`config.mk`:
```
export PLATFORM = sky130hd
export DESIGN_NAME = fetch_unit
export DESIGN_NICKNAME = d
export VERILOG_FILES = /design/src/rtl/fetch_unit.sv
export SDC_FILE = /design/constraint.sdc
export NUM_CORES = 1
export LEC_CHECK = 0
export ABC_AREA = 0
export CORE_AREA = 2 2 106 108
export CTS_BUF_LIST = sky130_fd_sc_hd__clkbuf_8
export DETAILED_ROUTE_END_ITERATION = 7
export DIE_AREA = 0 0 108 110
export GPL_TIMING_DRIVEN = 0
export PLACE_DENSITY = 0.79
export SLEW_MARGIN = 10
export SYNTH_ARGS = -nofsm -noshare
export SYNTH_HDL_FRONTEND = slang
export SYNTH_SLANG_ARGS = --single-unit
```
`constraint.sdc`:
```
create_clock -name clk -period 3.2 [get_ports clk]
set_input_delay 0.64 -clock clk [delete_from_list [all_inputs] [get_ports clk]]
set_output_delay 0.64 -clock clk [all_outputs]
set_load 0.05 [all_outputs]
```
`src/rtl/fetch_unit.sv`:
```
// Instruction-fetch stage: owns the PC, reads instruction memory over req/ack,
// holds the fetched word for decode. Optional macro MISALIGN_CHECK_EN halts on misaligned taken branches.
module fetch_unit #(
    parameter logic [31:0] RESET_PC       = 32'h0000_0000,
    parameter int unsigned TIMEOUT_CYCLES = 15
) (
    input  logic        clk,
    input  logic        rst,
    input  logic        PCSrc,
    input  logic [31:0] ImmOp,
    output logic        imem_req,
    output logic [31:0] imem_addr,
    input  logic        imem_ack,
    input  logic [31:0] imem_rdata,
    output logic [31:0] instr,
    output logic        instr_valid,
    input  logic        instr_ready,
    output logic [31:0] PC,
    output logic        fetch_timeout,
    output logic        misalign_err
);

    typedef enum logic [1:0] {IDLE, REQ, VALID, HALT} state_t;

    // Counter holds the number of REQ cycles already spent without ack.
    localparam int unsigned CW = (TIMEOUT_CYCLES > 1) ? $clog2(TIMEOUT_CYCLES) : 1;
    localparam logic [CW-1:0] CNT_LAST = CW'(TIMEOUT_CYCLES - 1);

    state_t        state_q, state_d;
    logic [31:0]   pc_q, pc_d;
    logic [31:0]   instr_q, instr_d;
    logic          vld_q, vld_d;
    logic [CW-1:0] cnt_q, cnt_d;
    logic          to_q, to_d;
    logic [31:0]   br_tgt;
    logic [31:0]   seq_pc;

`ifdef MISALIGN_CHECK_EN
    logic err_q, err_d;
`endif

    assign br_tgt = pc_q + ImmOp;
    assign seq_pc = pc_q + 32'd4;

    always_comb begin
        state_d = state_q;
        pc_d    = pc_q;
        instr_d = instr_q;
        vld_d   = vld_q;
        cnt_d   = cnt_q;
        to_d    = 1'b0;
`ifdef MISALIGN_CHECK_EN
        err_d   = err_q;
`endif
        case (state_q)
            IDLE: begin
                cnt_d   = '0;
                state_d = REQ;
            end
            REQ: begin
                if (imem_ack) begin
                    instr_d = imem_rdata;
                    vld_d   = 1'b1;
                    cnt_d   = '0;
                    state_d = VALID;
                end else if (cnt_q == CNT_LAST) begin
                    to_d    = 1'b1;
                    cnt_d   = '0;
                    state_d = IDLE;
                end else begin
                    cnt_d = cnt_q + CW'(1);
                end
            end
            VALID: begin
                if (instr_ready) begin
                    vld_d   = 1'b0;
                    state_d = REQ;
                    if (!PCSrc) begin
                        pc_d = seq_pc;
                    end else begin
`ifdef MISALIGN_CHECK_EN
                        if (br_tgt[1:0] != 2'b00) begin
                            err_d   = 1'b1;
                            state_d = HALT;
                        end else begin
                            pc_d = br_tgt;
                        end
`else
                        // Misaligned targets are silently forced onto a word boundary.
                        pc_d = br_tgt & ~32'd3;
`endif
                    end
                end
            end
            default: begin
                vld_d = 1'b0;
            end
        endcase
    end

    always_ff @(posedge clk) begin
        if (rst) begin
            state_q <= IDLE;
            pc_q    <= RESET_PC;
            instr_q <= '0;
            vld_q   <= 1'b0;
            cnt_q   <= '0;
            to_q    <= 1'b0;
        end else begin
            state_q <= state_d;
            pc_q    <= pc_d;
            instr_q <= instr_d;
            vld_q   <= vld_d;
            cnt_q   <= cnt_d;
            to_q    <= to_d;
        end
    end

`ifdef MISALIGN_CHECK_EN
    always_ff @(posedge clk) begin
        if (rst) err_q <= 1'b0;
        else     err_q <= err_d;
    end
    assign misalign_err = err_q;
`else
    assign misalign_err = 1'b0;
`endif

    assign imem_req      = (state_q == REQ);
    assign imem_addr     = pc_q;
    assign instr         = instr_q;
    assign instr_valid   = vld_q;
    assign PC            = pc_q;
    assign fetch_timeout = to_q;

endmodule

```
Yosys cells after proc, flatten, opt, wreduce, memory -nomap -nowiden

Cells that the tools add are included.
W data, S select, Z words.

Equal/unequal tests: 6
Add/subtract/negate cells: 3
Bitwise logic cells: 2
Muxes and demuxes: 12
Reductions and logical operators: 8

Operator list:

| kind                    | count |
|---|---|
| $add A32 B3 Y32 const B | 1 |
| $add A32 B32 Y32        | 1 |
| $mux W32                | 1 |
| $mux W4                 | 2 |
| $pmux W4 S2             | 1 |
| $mux W2                 | 3 |
| $pmux W2 S3             | 1 |
| $reduce_and A3 Y1       | 2 |
| $add A4 B1 Y4 const B   | 1 |
| $eq A4 B4 Y1 const B    | 1 |
| $reduce_and A2 Y1       | 2 |
| $mux W1                 | 3 |
| $ne A3 B1 Y1 const B    | 1 |
| $pmux W1 S3             | 1 |
| $reduce_bool A3 Y1      | 1 |
| $reduce_or A3 Y1        | 1 |
| $eq A2 B1 Y1 const B    | 1 |
| $eq A2 B2 Y1 const B    | 1 |
| $logic_not A2 Y1        | 1 |
| $ne A2 B1 Y1 const B    | 1 |
| $ne A2 B2 Y1 const B    | 1 |
| $not A1 Y1              | 2 |
| $reduce_bool A2 Y1      | 1 |

Input bits: 69
Register bits after elaboration: 72
Logic and storage cells: 37

Logic depth before layout (Yosys ltp)

Gate-level depths: netlist of the first run.

Word-level depth: 4
Mapped depth: 10
Mapped depth without buffers: 10

Least setup slack after synthesis of the first run

Ideal clock, no wire load.

Path kind: flip-flop to flip-flop
Start: reg pc_q[3], in the netlist PC[3]
End: reg pc_q[12], in the netlist PC[12]
Required time: 3105 ps
Stages on the path, launching flop included: 11
Arrival: 2778 ps
Buffers on the path: 0
Setup time: 95 ps
Path slack: 327 ps
Cell sequence: dfxtp_1 -> ha_1 -> a21oi_1 -> o21ai_0 -> o21a_1 -> a221oi_1 -> nor2b_1 -> nor2_1 -> xnor2_1 -> o22ai_1 -> a221oi_1

Word-level cells in the longest chain between the ends: 2

RTL lines:

| item                                                | line   | text |
|---|---|---|
| start: declaration                                  | 30     | `logic [31:0] pc_q, pc_d;` |
| start signal: assignment                            | 111    | `pc_q <= pc_d;` |
| $add A32 B3 Y32 or $add A32 B32 Y32 (tied branches) | 43, 42 |  |
| $mux W32 (*)                                        | 78     | `if (!PCSrc) begin` |

Every way passes the cells marked *; elsewhere a longest branch is shown, timed or not.
A chain may end at the register's enable or synchronous reset.

Final worst setup path of the first run

Start: in ImmOp[11]
End: reg pc_q[31], in the netlist PC[31]

Word-level cells in the longest chain between the ends: 2

RTL lines:

| item               | line | text |
|---|---|---|
| start: declaration | 10   | `input logic [31:0] ImmOp,` |
| $add A32 B32 Y32   | 42   | `assign br_tgt = pc_q + ImmOp;` |
| $mux W32           | 78   |  |

No other way between the ends.

==> results of run 1 <==
-- path summary, 6_finish.rpt --
path | depth (start not counted) | slack, ns | from | to
worst max-delay path | 11 | 0.10 | ImmOp[11] | PC[31]
worst min register to register | 2 | 0.46 | instr[13] | instr[13]
worst min-delay path | 2 | 0.46 | instr[13] | instr[13]
worst max register to register | 10 | 0.37 | PC[20] | PC[31]
-- power by group --
part	switching (mW)	leakage, nW	total [mW]	internal (mW)
Combinational	0.348	1.89	0.584	0.236
Clock	0.365	0.103	0.752	0.387
Sequential	0.0315	0.568	0.934	0.903
Total	0.744	2.56	2.27	1.53
-- area by class of cell --
class / instances / area (sq um) / area share
inverter: 12 / 45.04 / 0.006668
buffer: 64 / 371.6 / 0.05501
multi-input combinational: 491 / 2964 / 0.4388
tap: 140 / 175.2 / 0.02593
timing repair buffer: 159 / 1592 / 0.2356
clock buffer: 10 / 137.6 / 0.02037
clock inverter: 6 / 68.82 / 0.01019
sequential: 70 / 1401 / 0.2074
-- layer usage --
metal | GRT usage | share of wire | vias up
li1 | - | - | 2586
met1 | 0.3284 | 0.42 | 2459
met2 | 0.3989 | 0.48 | 252
met3 | 0.02822 | 0.080 | 29
met4 | 0.08608 | 0.021 | 0
met5 | 0 | 0 | -
-- Yosys cell counts, types with 4 or more instances --
cell,count
nand2_1,96
a21oi_1,85
dfxtp_1,70
nor2_1,52
buf_4,35
ha_1,32
clkbuf_1,28
o21ai_0,26
nor3_1,24
nand3_1,22
xnor2_1,12
inv_1,11
a211oi_1,9
a31oi_1,9
nand4_1,9
o21a_1,9
xor2_1,9
a21o_1,8
and3_1,7
nor2b_1,7
nand2b_1,5
nor4_1,5
and4_1,4
o211ai_1,4
-- metrics by stage --
step           std cells  hold slack, ns  area (sq um)  TNS [ns]
2_1_floorplan        637          0.4725          4753         0
3_3_place_gp         936          0.4414          6520    -1.259
3_5_place_dp         936          0.4506          6520    -1.677
4_1_cts              952          0.4625          6733         0
5_1_grt              952          0.4813          6755  -0.01689
6_report             952          0.4592          6755         0
-- worst register-to-register path, delay by kind of cell, from the launching register on --
| family | cells | cell delay, ns |
|---|---|---|
| AO/OA/AOI/OAI | 6 | 1.25 |
| flip-flops | 1 | 0.48 |
| adder cells (fa/ha/maj) | 1 | 0.35 |
| multiplexers | 1 | 0.34 |
| AND/OR/NAND/NOR | 1 | 0.21 |
| XOR/XNOR | 1 | 0.10 |
-- registers in the layout, summed over array words and instances, names as in the netlist --
register and count:
instr 32, PC 30, cnt_q 4, state_q 2, fetch_timeout 1, instr_valid 1
-- cell families after synthesis --
logic type | Yosys count
simple gates | 246
mux | 3
buf+inv | 76
xor+xnor | 21
other cells | 1
fa+ha+maj | 32
compound gates | 184
flops | 70
-- what timing repair did --
item                       4_1_cts  5_1_grt
hold buffers                     0        0
pin swaps                        0        0
resized for setup                1        5
setup endpoints to repair        1        3
==> results_dict.tcl, run 1 <==
set metrics [dict create \
    period_share 0.9675 \
    rows 38 \
    synth_cell_types 62 \
    yosys-top-cells-area "dfxtp_1 30%, a21oi_1 9.0%, ha_1 8.4%, nand2_1 7.6%, buf_4 5.5%" \
    critical_path_arrival_ns 3.34 \
    clk_latency_ns 0.35 \
    crit_top_cell "a21oi_2" \
    gp_congestion 0.8997 \
    crit_path_start_kind "primary input" \
    die_w_um 108 \
    syn_to_final_growth_pct 42.57 \
    cts_max_path_buffers 2 \
    cts_buffers 9 \
    finalNetCount 908 \
    fmax_ghz 0.3230 \
    worst_pin_slew_ns 0.8499 \
    power_density_mw_per_mm2 336.0 \
    synth_top_area_frac 0.2957 \
    synthCells 633 \
    finalPower_mw 2.270 \
    ioPinCount 169 \
    initialDrtViolationCount 436 \
    ys_ff_latch 70 \
    synthMuxAreaShare 0.006602 \
    path_cells "clkdlybuf4s50_1 -> ha_1 -> a2111oi_2 -> o21ai_1 -> o21ai_2 -> a21oi_2 -> o31a_1 -> a21oi_1 -> xnor2_1 -> a21oi_2 -> mux2_2" \
    synth_fa_ha_area_frac 0.08450 \
    final_hold_viol_count 0 \
    coreArea_sq_mm 0.01070 \
    synth.largest_area_cell "dfxtp_1" \
    crit_type "primary input to flop" \
    drc 0 \
    p_leak_nw 2.559 \
    skew_ns 0.009595 \
    routed-via-count 5326 \
    cp-end-kind "flop" \
    ant_nets 0 \
    synthFlopType "dfxtp_1" \
    clkTransAtPathRegs_ns 0.08 \
    async_flop_share 0 \
    slew_headroom 0.4313 \
    setup_violations 0 \
    layout_commonest_cell "clkdlybuf4s50_1" \
    firstDrtPassIters 6 \
    peakVddDrop_mv 0.2568 \
    yosys_warnings 0 \
    routedWlPerCell_um 15.61 \
    wl_um 14860 \
    die-area_sq_mm 0.01188 \
    final_cell_mix "159 x clkdlybuf4s50_1, 96 x nand2_1, 83 x a21oi_1, 70 x dfxtp_1, 52 x nor2_1" \
    tritoncts "built" \
    synth_xor_area_frac 0.03882 \
    dieHeight_um 110 \
    cts.sinks 70 \
    fillers 955 \
    grt_overflow 0 \
    antenna_found_initial 0 \
    grt_pass1_vias 4817 \
    final.min_clock_period_ns 3.096 \
    path_max_fanout 5 \
    initial_utilization 0.4429 \
    hp-class "flop to flop" \
    layout-drive-gt1-share 0.08621 \
    grt_max_degree 14 \
    maxSlewViolCount 0 \
    outcome "finished clean" \
    synth-simple-area-share 0.2400 \
    syn_area_sq_mm 0.004738 \
    cts_root_buffer "clkbuf_8" \
    crit_required_ns 3.44 \
    grt_pass1_wl_um 23240 \
    synth_compound_area_frac 0.2456 \
    drv_cap 0 \
    hpwlAfterDp_um 11390 \
    ctsHtreeMaxLevel 3 \
    post-place-ws_ns -0.3555 \
    synth_area_per_cell_sq_um 7.485 \
    post-cts-setup-buffers 0 \
    synth_top_family_by_area "compound AO/OA/AOI/OAI gates" \
    io_buffers 159 \
    via_per_inst 5.595 \
    crit_family "compound AO/OA/AOI/OAI gates" \
    crit_slowest_cell "clkdlybuf4s50_1" \
    synth_seq_area_share 0.2957 \
    utilization 0.6315 \
    setup_ws_ns 0.1039 \
    diodes 0 \
    synth_edf_count 0 \
    crit_path_max_incr_delay_ns 0.40 \
    grt.total_usage 0.2420 \
    path_buf_inv 1 \
]
No activity file was read; power rests on OpenSTA's default activity.
==> run 2, diff against run 1 <==
--- a/config.mk
+++ b/config.mk
@@ -12,6 +12,7 @@
 export DIE_AREA = 0 0 108 110
 export GPL_TIMING_DRIVEN = 0
 export PLACE_DENSITY = 0.79
+export SETUP_SLACK_MARGIN = 0.5
 export SLEW_MARGIN = 10
 export SYNTH_ARGS = -nofsm -noshare
 export SYNTH_HDL_FRONTEND = slang
==> run 2 against run 1 <==
Compared with the run above:
- global-route usage increased by 1.6 points
- clock skew increased by 0.0016 ns
- via count increased by 2.7%
- die area unchanged
- routed wire length increased by 9.5%
- clock-buffer cell count decreased by 1
- sequential power about the same
- utilization increased by 4.7 points
- design area increased by 7.4%
==> results_dict.tcl, run 2 (synthesis gave the netlist of run 1 again) <==
set metrics [dict create \
    outcome "finished clean" \
    routedWlPerCell_um 16.73 \
    utilization 0.6780 \
    p_sw_frac 0.3547 \
    final_cell_mix "139 x clkdlybuf4s50_1, 94 x nand2_1, 80 x a21oi_1, 60 x dfxtp_1, 55 x buf_4" \
    drv_cap 0 \
    power_density_mw_per_mm2 312.1 \
    pwr-share-clk 0.309 \
    ioPinCount 169 \
    syn_to_final_growth_pct 53.08 \
    hp-class "flop to flop" \
    path_max_fanout 5 \
    finalNetCount 929 \
    grt_pass1_vias 5074 \
    dpl_cell_area_sq_mm 0.006551 \
    post-place-ws_ns -0.2432 \
    cts_root_buffer "clkbuf_8" \
    die-area_sq_mm 0.01188 \
    ant_nets 0 \
    largest_reg_flops 32 \
    cts_buffers 9 \
    antenna_found_initial 0 \
    rows 38 \
    tritoncts "built" \
    clk_latency_ns 0.36 \
    seq_power_share 0.414 \
    cts.sinks 70 \
    dieHeight_um 110 \
    via_per_inst 5.624 \
    setup_violations 0 \
    hold_buffers 0 \
    gp_congestion 0.9153 \
    comb_power_share 0.277 \
    initial_utilization 0.4429 \
    period_share 0.8883 \
    cts_max_path_buffers 2 \
    final_hold_viol_count 0 \
    grt_max_degree 16 \
    power.net_switching_mw 0.8031 \
    worst_pin_slew_ns 0.6442 \
    peakVddDrop_mv 0.3002 \
    io_buffers 159 \
    setup_ws_ns 0.3575 \
    grt_setup_unrepaired "yes" \
    coreArea_sq_mm 0.01070 \
    critical_path_arrival_ns 3.05 \
    fmax_ghz 0.3518 \
    initialDrtViolationCount 585 \
    fillers 881 \
    layout-drive-gt1-share 0.1657 \
    crit_path_start_kind "primary input" \
    maxSlewViolCount 0 \
    slew_headroom 0.5705 \
    hpwlAfterDp_um 11470 \
    crit_type "primary input to flop" \
    grt_pass1_wl_um 24500 \
    routed-via-count 5472 \
    die_w_um 108 \
    cp-end-kind "flop" \
    diodes 0 \
    stdcell_area_sq_mm 0.007253 \
    layout_commonest_cell "clkdlybuf4s50_1" \
    p_leak_nw 2.700 \
    drc 0 \
    firstDrtPassIters 6 \
    final.min_clock_period_ns 2.842 \
    ctsHtreeMaxLevel 3 \
    clkTransAtPathRegs_ns 0.08 \
    p_int_mw 1.461 \
    skew_ns 0.01121 \
    grt.total_usage 0.2581 \
    grt_overflow 0 \
    wl_um 16280 \
    crit_required_ns 3.41 \
]
run 2: cell types whose count changed in the layout (fill, tap and decap cells not counted), moves of 10 or more:
cell	change
buf_4	+20
clkdlybuf4s50_1	-20
dfxtp_1	-10
dfxtp_2	+10
dlygate4sd2_1	+17
ha_1	-20
ha_4	+17
run 2: critical path, stage by stage:
cell	delay (ns)
dlygate4sd2_1	0.26
ha_4	0.24
a2111oi_4	0.30
o21ai_2	0.12
o21ai_4	0.12
nand2_2	0.14
a21o_4	0.24
a21o_1	0.22
a2111oi_0	0.60
nor3b_1	0.16
run 2: per-layer routing:
layer	share of wire	vias to the layer above	global-route usage
met5	0	-	0
li1	-	2628	-
met2	0.49	307	0.4394
met4	0.027	0	0.09982
met1	0.39	2481	0.3180
met3	0.090	56	0.05879
run 2: power groups by stage:
| stage | logic (mW) | registers [mW] | clock network [mW] |
|---|---|---|---|
| after CTS | 0.608 | 0.936 | 0.703 |
| after detailed placement | 0.576 | 0.954 | 0 |
| after floorplan | 0.264 | 1.05 | 0 |
| final | 0.628 | 0.937 | 0.699 |
| after global placement | 0.566 | 0.953 | 0 |
| after global routing | 0.667 | 0.941 | 0.742 |
run 2: through the flow:
stage / hold slack (ns) / TNS (ns) / instances / total power, mW
after floorplan: 0.4725 / 0 / 637 / 1.312
after global placement: 0.4416 / -0.6578 / 936 / 1.519
after detailed placement: 0.4473 / -1.235 / 936 / 1.531
after CTS: 0.4593 / 0 / 967 / 2.246
after global routing: 0.4817 / 0 / 973 / 2.351
final: 0.4596 / 0 / 973 / 2.264
run 2: path summary, 6_finish.rpt:
check,start,end,slack [ns],depth (start not counted)
setup / recovery,ImmOp[11],PC[17],0.36,10
hold / removal,instr[25],instr[25],0.46,2
hold reg to reg,instr[25],instr[25],0.46,2
setup reg to reg,PC[7],PC[17],0.38,9
run 2: repair_timing:
item | in CTS | in global routing
buffers inserted | 15 | 6
cloned | 0 | 0
gates resized for setup | 59 | 19
pin swaps | 30 | 21
endpoints found under the setup margin | 15 | 14
run 2: final cells by class:
| type | count | area (sq um) | area share |
|---|---|---|---|
| timing repair buffer | 180 | 1739 | 0.2398 |
| sequential | 70 | 1414 | 0.1949 |
| buffer | 64 | 371.6 | 0.05123 |
| tap | 140 | 175.2 | 0.02415 |
| inverter | 12 | 45.04 | 0.006210 |
| clock inverter | 7 | 61.31 | 0.008453 |
| clock buffer | 9 | 123.9 | 0.01708 |
| multi-input combinational | 491 | 3323 | 0.4582 |
